### config.mk
export PLATFORM = sky130hd
export DESIGN_NAME = multicycle_control_fsm
export DESIGN_NICKNAME = d
export VERILOG_FILES = /design/src/rtl/multicycle_control_fsm.sv
export SDC_FILE = /design/constraint.sdc
export NUM_CORES = 1
export LEC_CHECK = 0
export BUFFER_PORTS_ARGS = -buffer_cell sky130_fd_sc_hd__buf_4
export CAP_MARGIN = 20
export CORE_ASPECT_RATIO = 1.1
export CORE_MARGIN = 2
export CORE_UTILIZATION = 53
export DETAILED_ROUTE_END_ITERATION = 8
export GPL_TIMING_DRIVEN = 0
export PLACE_DENSITY = 0.79
export SLEW_MARGIN = 20
export SYNTH_ARGS = -nofsm -noshare
export SYNTH_HDL_FRONTEND = slang
export SYNTH_SLANG_ARGS = --single-unit
### constraint.sdc
create_clock -name clk -period 2.2 [get_ports clk]
set_input_delay 0.11 -clock clk [delete_from_list [all_inputs] [get_ports clk]]
set_output_delay 0.11 -clock clk [all_outputs]
set_load 0.1 [all_outputs]
### src/rtl/multicycle_control_fsm.sv
// multicycle_control_fsm: control sequencer for a shared-datapath multicycle MIPS
// (one ALU, one unified memory port, one register file). Decodes R-type, lw, sw,
// beq, bne, j, addi and andi. Supports memory wait states, a per-access timeout
// and a sticky FAULT state.
// Optional build macro MULTICYCLE_PERF_CNT_EN adds the CycleCount/InstrCount outputs.
module multicycle_control_fsm #(
  parameter int unsigned MEM_TIMEOUT = 16
) (
  input  logic       clk,
  input  logic       rst_n,
  input  logic [5:0] OpCode,
  input  logic       MemReady,
  output logic       PCWrite,
  output logic       PCWriteCond,
  output logic       PCWriteCondNe,
  output logic       IorD,
  output logic       MemRead,
  output logic       MemWrite,
  output logic       IRWrite,
  output logic       MemtoReg,
  output logic       RegDst,
  output logic       RegWrite,
  output logic       ALUSrcA,
  output logic [1:0] ALUSrcB,
  output logic [1:0] ALUOp,
  output logic [1:0] PCSource,
  output logic       InstrDone,
  output logic       Fault
`ifdef MULTICYCLE_PERF_CNT_EN
  ,
  output logic [31:0] CycleCount,
  output logic [31:0] InstrCount
`endif
);

  typedef enum logic [3:0] {
    IDLE     = 4'd0,
    FETCH    = 4'd1,
    DECODE   = 4'd2,
    MEM_ADDR = 4'd3,
    MEM_RD   = 4'd4,
    MEM_WB   = 4'd5,
    MEM_WR   = 4'd6,
    R_EXEC   = 4'd7,
    R_WB     = 4'd8,
    BRANCH   = 4'd9,
    JUMP     = 4'd10,
    I_EXEC   = 4'd11,
    I_WB     = 4'd12,
    FAULT    = 4'd15
  } state_t;

  localparam logic [5:0] OP_RTYPE = 6'b000000;
  localparam logic [5:0] OP_LW    = 6'b100011;
  localparam logic [5:0] OP_SW    = 6'b101011;
  localparam logic [5:0] OP_BEQ   = 6'b000100;
  localparam logic [5:0] OP_BNE   = 6'b000101;
  localparam logic [5:0] OP_J     = 6'b000010;
  localparam logic [5:0] OP_ADDI  = 6'b001000;
  localparam logic [5:0] OP_ANDI  = 6'b001100;

  // The counter only has to reach MEM_TIMEOUT-1; with the timeout disabled it just wraps.
  localparam int unsigned CNT_W = (MEM_TIMEOUT > 1) ? $clog2(MEM_TIMEOUT) : 1;

  state_t           state;
  state_t           next_state;
  logic [5:0]       op_q;
  logic [CNT_W-1:0] wait_cnt;
  logic             in_wait;
  logic             mem_timeout;

  // Timeout fires only on a non-ready cycle, so MemReady in the final cycle wins.
  always_comb begin
    in_wait     = (state == FETCH) || (state == MEM_RD) || (state == MEM_WR);
    mem_timeout = (MEM_TIMEOUT != 0) && in_wait && !MemReady &&
                  (wait_cnt == CNT_W'(MEM_TIMEOUT - 1));
  end

  // Next-state selection.
  always_comb begin
    next_state = FAULT;
    case (state)
      IDLE:     next_state = FETCH;
      FETCH:    next_state = MemReady ? DECODE : (mem_timeout ? FAULT : FETCH);
      DECODE: begin
        case (OpCode)
          OP_LW, OP_SW:     next_state = MEM_ADDR;
          OP_RTYPE:         next_state = R_EXEC;
          OP_BEQ, OP_BNE:   next_state = BRANCH;
          OP_J:             next_state = JUMP;
          OP_ADDI, OP_ANDI: next_state = I_EXEC;
          default:          next_state = FAULT;
        endcase
      end
      MEM_ADDR: begin
        if (op_q == OP_LW)      next_state = MEM_RD;
        else if (op_q == OP_SW) next_state = MEM_WR;
        else                    next_state = FAULT;
      end
      MEM_RD:   next_state = MemReady ? MEM_WB : (mem_timeout ? FAULT : MEM_RD);
      MEM_WB:   next_state = FETCH;
      MEM_WR:   next_state = MemReady ? FETCH : (mem_timeout ? FAULT : MEM_WR);
      R_EXEC:   next_state = R_WB;
      R_WB:     next_state = FETCH;
      BRANCH:   next_state = FETCH;
      JUMP:     next_state = FETCH;
      I_EXEC:   next_state = I_WB;
      I_WB:     next_state = FETCH;
      default:  next_state = FAULT;
    endcase
  end

  // State, latched opcode and memory wait counter.
  // Any state change clears the counter, which covers every entry into a wait state.
  always_ff @(posedge clk) begin
    if (!rst_n) begin
      state    <= IDLE;
      op_q     <= '0;
      wait_cnt <= '0;
    end else begin
      state <= next_state;
      if (state == DECODE) begin
        op_q <= OpCode;
      end
      if (next_state != state) begin
        wait_cnt <= '0;
      end else if (in_wait && !MemReady) begin
        wait_cnt <= wait_cnt + CNT_W'(1);
      end
    end
  end

  // Moore output decode; only the memory handshake strobes look at MemReady.
  always_comb begin
    PCWrite       = 1'b0;
    PCWriteCond   = 1'b0;
    PCWriteCondNe = 1'b0;
    IorD          = 1'b0;
    MemRead       = 1'b0;
    MemWrite      = 1'b0;
    IRWrite       = 1'b0;
    MemtoReg      = 1'b0;
    RegDst        = 1'b0;
    RegWrite      = 1'b0;
    ALUSrcA       = 1'b0;
    ALUSrcB       = 2'b00;
    ALUOp         = 2'b00;
    PCSource      = 2'b00;
    InstrDone     = 1'b0;
    Fault         = 1'b0;
    case (state)
      FETCH: begin
        MemRead = 1'b1;
        ALUSrcB = 2'b01;
        IRWrite = MemReady;
        PCWrite = MemReady;
      end
      DECODE: begin
        ALUSrcB = 2'b11;
      end
      MEM_ADDR: begin
        ALUSrcA = 1'b1;
        ALUSrcB = 2'b10;
      end
      MEM_RD: begin
        MemRead = 1'b1;
        IorD    = 1'b1;
      end
      MEM_WB: begin
        MemtoReg  = 1'b1;
        RegWrite  = 1'b1;
        InstrDone = 1'b1;
      end
      MEM_WR: begin
        MemWrite  = 1'b1;
        IorD      = 1'b1;
        InstrDone = MemReady;
      end
      R_EXEC: begin
        ALUSrcA = 1'b1;
        ALUOp   = 2'b10;
      end
      R_WB: begin
        RegDst    = 1'b1;
        RegWrite  = 1'b1;
        InstrDone = 1'b1;
      end
      BRANCH: begin
        ALUSrcA       = 1'b1;
        ALUOp         = 2'b01;
        PCSource      = 2'b01;
        InstrDone     = 1'b1;
        PCWriteCond   = (op_q == OP_BEQ);
        PCWriteCondNe = (op_q == OP_BNE);
      end
      JUMP: begin
        PCWrite   = 1'b1;
        PCSource  = 2'b10;
        InstrDone = 1'b1;
      end
      I_EXEC: begin
        ALUSrcA = 1'b1;
        ALUSrcB = 2'b10;
        ALUOp   = (op_q == OP_ANDI) ? 2'b11 : 2'b00;
      end
      I_WB: begin
        RegWrite  = 1'b1;
        InstrDone = 1'b1;
      end
      FAULT: begin
        Fault = 1'b1;
      end
      default: ;
    endcase
  end

`ifdef MULTICYCLE_PERF_CNT_EN
  // Performance counters: active cycles and retired instructions, both free-running.
  always_ff @(posedge clk) begin
    if (!rst_n) begin
      CycleCount <= '0;
      InstrCount <= '0;
    end else begin
      if ((state != IDLE) && (state != FAULT)) begin
        CycleCount <= CycleCount + 32'd1;
      end
      if (InstrDone) begin
        InstrCount <= InstrCount + 32'd1;
      end
    end
  end
`else
  // Performance counters are not built in this configuration.
`endif

endmodule

=== Word-level counts from Yosys, hierarchy flattened ===
Index checks and enable logic that the tools add are counted.

* Register bits after elaboration: 14
* Output and inout port bits: 19

* $add $sub $neg: 1
* Equality and inequality tests: 27
* Mux-type cells: 27
* Bitwise operators: 1
* Reductions and logical operators: 18

{| class="wikitable"
|+ Operators by type and width
! operator !! number
|-
| 4-bit two-way mux || 8
|-
| 4-bit case mux with 8 select lines || 1
|-
| 4-bit equality test, second input constant || 7
|-
| 6-bit by 3-bit equality test with 1-bit output, second input constant || 4
|-
| 6-bit equality test, second input constant || 4
|-
| 4-bit case mux with 5 select lines || 1
|-
| 6-bit by 4-bit equality test with 1-bit output, second input constant || 3
|-
| 4-bit by 3-bit equality test with 1-bit output, second input constant || 4
|-
| 2-bit OR reduction || 7
|-
| 2-bit case mux with 3 select lines || 2
|-
| 1-bit two-way mux || 11
|-
| 4-bit by 2-bit equality test with 1-bit output, second input constant || 2
|-
| 6-bit by 2-bit equality test with 1-bit output, second input constant || 1
|-
| 6-bit zero test || 1
|-
| 6-bit OR reduction || 1
|-
| 5-bit OR reduction || 1
|-
| 4-bit by 1-bit adder with 4-bit output, second input constant || 1
|-
| 4-bit by 1-bit equality test with 1-bit output, second input constant || 1
|-
| 4-bit zero test || 1
|-
| 4-bit inequality test || 1
|-
| 1-bit case mux with 2 select lines || 2
|-
| 2-bit case mux with 2 select lines || 1
|-
| 4-bit OR reduction || 1
|-
| 3-bit OR reduction || 1
|-
| other kinds (5) || 7
|}

=== Depth between registers and ports, before layout ===
* Depth after elaboration: 10
* Depth in mapped cells: 7

=== Worst setup path before layout ===
No wires, ideal clock.

* Kind: register to output
* Start: register state[3]
* End: output port PCWrite
* Arrival time: 4.583 ns
* Setup slack: -2.493 ns
* Stages on the path, launching flop included: 5
* Path buffers: 2
* Cell sequence: dfxtp_1 > buf_2 > clkbuf_1 > nor4_1 > or2_1

* Cells in the longest elaborated chain, start to end: 2
* Elaborated cells between the ends (all ways): 3

{| class="wikitable"
|+ RTL lines
! element !! RTL line !! RTL
|-
| from (decl) || 65 || <nowiki>state_t state;</nowiki>
|-
| from (signal assigned) || 121 || <nowiki>state <= next_state;</nowiki>
|-
| 4-bit equality test or 4-bit by 1-bit equality test with 1-bit output (tied branches) || 151 || <nowiki>case (state)</nowiki>
|-
| 1-bit case mux with 2 select lines (*) || 151 ||
|-
| to (decl) || 13 || <nowiki>output logic PCWrite,</nowiki>
|}

Every way passes the cells marked *; elsewhere a longest branch is shown, timed or not.

=== Worst setup path in the final report ===
* Start: register op_q[1]
* End: output port ALUOp[1]

* Cells in the longest elaborated chain, start to end: 3

{| class="wikitable"
|+ RTL lines
! element !! RTL line !! RTL
|-
| from (decl) || 67 || <nowiki>logic [5:0] op_q;</nowiki>
|-
| from (signal assigned) || 123 || <nowiki>op_q <= OpCode;</nowiki>
|-
| 6-bit by 4-bit equality test with 1-bit output || 204 || <nowiki>ALUOp = (op_q == OP_ANDI) ? 2'b11 : 2'b00;</nowiki>
|-
| 2-bit two-way mux || 204 ||
|-
| 2-bit case mux with 3 select lines || 151 ||
|-
| to (decl) || 25 || <nowiki>output logic [1:0] ALUOp,</nowiki>
|}

No other way between the ends.

==> results.sh <==
export IMPL_postRouteAntennaNets=0
export IMPL_fin_crit_sh=1.02
export IMPL_post_route_drc_count=0
export IMPL_cts_num_sinks=14
export IMPL_fillerInstances=184
export IMPL_synth_yosys_warnings=0
export IMPL_grt_overflow_total=0
export IMPL_r2r_slack_ns=0.21
export IMPL_skew_ns=0.000321
export IMPL_r2r_cells=7
export IMPL_synthArstFlopShare=0
export IMPL_grt_pass1_wl_um=5270
export IMPL_post_cts_repair_setup_buffers=0
export IMPL_utilization=0.713
export IMPL_number_of_primary_i_o_pins=28
export IMPL_kind_of_start_point_of_the_critical_path="register"
export IMPL_grt_antenna_before_repair=0
export IMPL_clock_tree_root_cell="sky130_fd_sc_hd__clkbuf_4"
export IMPL_hold_depth=3
export IMPL_achievable_frequency_ghz=0.446
export IMPL_endpoint_kind="output port"
export IMPL_hold_slack_ns=0.0970
export IMPL_post_synth_main_area_contributors="sky130_fd_sc_hd__dfxtp_1 23%, sky130_fd_sc_hd__nand2_1 6.9%, sky130_fd_sc_hd__a21oi_1 6.7%"
export IMPL_firstDrtPassIters=4
export IMPL_final_hold_violation_count=0
export IMPL_route_detailed_vias_per_inst=6.10
export IMPL_outcome="complete, but fails checks"
export IMPL_fin_ws_ns=-0.0431
export IMPL_synthesis_area_um2=1200
export IMPL_holdCritPathClass="in2reg"
export IMPL_leakagePower_nw=0.568
export IMPL_power_density_nw_per_um2=1030
export IMPL_synth_enable_flop_cells=0
export IMPL_whs_endpoint="op_q[4]"
export IMPL_worst_pin_slew_ns=0.611
export IMPL_tritoncts_clock_tree="yes"
export IMPL_multi_input_comb_area_um2=928
export IMPL_timing_final_crit_period_ns=2.24
export IMPL_final_instance_count_excl_fill=221
export IMPL_yosysUniqueCellTypes=49
export IMPL_ys_ff_latch=14
export IMPL_grt_max_degree=11
export IMPL_fp_dieW_um=49.4
export IMPL_worst_endpoint_arrival_ns=2.13
export IMPL_numCtsBuffers=3
export IMPL_dp_final_hpwl_um=2530
export IMPL_wl_um=3280
export IMPL_ctsHtreeMaxLevel=1
export IMPL_average_wire_length_per_cell_after_detail_routing_um=14.8
export IMPL_die_area_um2=2670
export IMPL_setup_repair_after_global_routing_missed_its_margin="yes"
export IMPL_io_buffers=26
export IMPL_worstHoldStart="OpCode[4]"
export IMPL_coreArea_um2=2210
export IMPL_vias=1347
export IMPL_finalNetCount=203
export IMPL_place_worst_setup_slack_ns=0.0309
export IMPL_die_height_um=54.0
export IMPL_yosysSeqAreaShare=0.233
export IMPL_fraction_of_synthesized_cell_area_taken_by_the_top_area_cell_type=0.233
export IMPL_worst_r2r_endpoint="wait_cnt[0]"
export IMPL_rr_startpoint="state[0]"
export IMPL_synth_commonest_cells="22 x sky130_fd_sc_hd__nand2_1, 17 x sky130_fd_sc_hd__nor2_1, 16 x sky130_fd_sc_hd__a21oi_1"
export IMPL_register_area_um2=284
export IMPL_yosys_most_used_dff="sky130_fd_sc_hd__dfxtp_1"
export IMPL_post_synth_inst_count=163
export IMPL_synthDominantAreaCellType="sky130_fd_sc_hd__dfxtp_1"
export IMPL_avgSynthCellArea_um2=7.38
export IMPL_cp_max_fo=3
export IMPL_dp_cells=219
export IMPL_path_clk_slew_ns=0.08
export IMPL_postSynthNetCount=173
export IMPL_irDropWorstVdd_mv=0.644
export IMPL_drt_initial_drc_count=37
export IMPL_synth_most_common_cell="sky130_fd_sc_hd__nand2_1"
export IMPL_number_of_global_route_vias_before_repair=1196
export IMPL_routabilityCongestion=0.917
export IMPL_cp_required_ns=2.09
export IMPL_clkLatencyLatePin_ns=0.28
export IMPL_failed_checks="setup timing"
export IMPL_placement_rows=18
export IMPL_setup_worst_path_class="reg2out"
export IMPL_synthToLayoutAreaGrowth_pct=30.9
export IMPL_maxSlewViolCount=0
export IMPL_final_setup_violation_count=1
export IMPL_initial_utilization=0.545
export IMPL_drive_gt1_frac=0.340
export IMPL_cts_root_to_sink_buffers=2
export IMPL_grt_use_total=0.257
export IMPL_max_cap_violations=0
export IMPL_antenna_diode_count=0
export IMPL_relSlewSlack=0.589
[cell families (layout without fill, tap and decap cells)]
| logic type | count (synthesis) | after routing | share of synthesized area |
|---|---|---|---|
| xor gates and xnor gates | 4 | 4 | 0.0291 |
| muxes | 3 | 3 | 0.0260 |
| and+or+nand+nor | 82 | 82 | 0.370 |
| buffers and inverters | 17 | 45 | 0.0687 |
| AOI/OAI and AO/OA | 42 | 42 | 0.262 |
| adders and majority gates | 1 | 1 | 0.0104 |
| DFF | 14 | 14 | 0.233 |
[critical path, cell delays in order (launching register included)]
cell and delay, ns:
sky130_fd_sc_hd__dfxtp_2 0.33, sky130_fd_sc_hd__or4b_4 0.55, sky130_fd_sc_hd__or3b_4 0.40, sky130_fd_sc_hd__or2_4 0.24, sky130_fd_sc_hd__a21oi_4 0.14, sky130_fd_sc_hd__buf_12 0.19
[how the worst max path moves through the flow]
stage,endpoint,from,cells after the start,slack (ns)
2_1_floorplan,RegDst,state[1],3,-0.71
3_3_place_gp,ALUSrcB[0],state[0],7,0.04
3_5_place_dp,ALUSrcB[0],state[0],7,0.03
4_1_cts,ALUOp[1],op_q[1],5,-0.05
5_1_grt,ALUOp[1],op_q[1],5,-0.1
6_report,ALUOp[1],op_q[1],5,-0.04
[cells in the final DEF (no fill, tap or decap), drive strengths merged, types with 3 or more instances in the layout]
master,n
or4b,3
nor3b,3
o21a,3
buf,31
a21oi,16
nand2,22
or2,4
nor4,9
or3b,3
nand2b,5
nand3,3
dfxtp,14
nor2,17
o21ai,7
inv,4
clkbuf,9
nor3,4
[power breakdown]
part | switching (W) | total (W) | internal [W]
Combinational | 0.000835 | 0.00116 | 0.000327
Clock | 0.0000779 | 0.000141 | 0.0000635
Sequential | 0.0000321 | 0.000317 | 0.000285
Total | 0.000945 | 0.00162 | 0.000676
[per-layer routing]
metal,routed length (um),vias to the layer above,global-route usage
met5,0,-,0
met4,84,0,0.157
li1,-,651,-
met1,1340,620,0.294
met3,228,10,0.0417
met2,1620,66,0.457
[what timing repair did]
action | CTS | global route
hold buffers | 0 | 0
pin swaps | 1 | 0
endpoints found under the setup margin | 3 | 10
cloned | 0 | 0
resized for setup | 10 | 9
[flip-flops by register name (all words and copies together) (netlist names)]
name	flops
op_q	6
state	4
wait_cnt	4
[stage by stage]
stage	setup TNS (ns)	cell area [um^2]	power, W
CTS	-0.0493	1560	0.00161
global route	-0.152	1570	0.00171
floorplan	-4.12	1270	0.00125
global placement	0	1500	0.00143
finish	-0.0431	1570	0.00162
detailed placement	0	1500	0.00146
[layout make-up]
| class | count | share of cell area |
|---|---|---|
| timing repair buffer | 26 | 0.139 |
| clock buffer | 3 | 0.0143 |
| multi-input combinational | 132 | 0.590 |
| tap | 30 | 0.0238 |
| buffer | 11 | 0.0405 |
| sequential | 14 | 0.180 |
| inverter | 5 | 0.0119 |
Note: power is estimated with default switching activity, not from simulation.
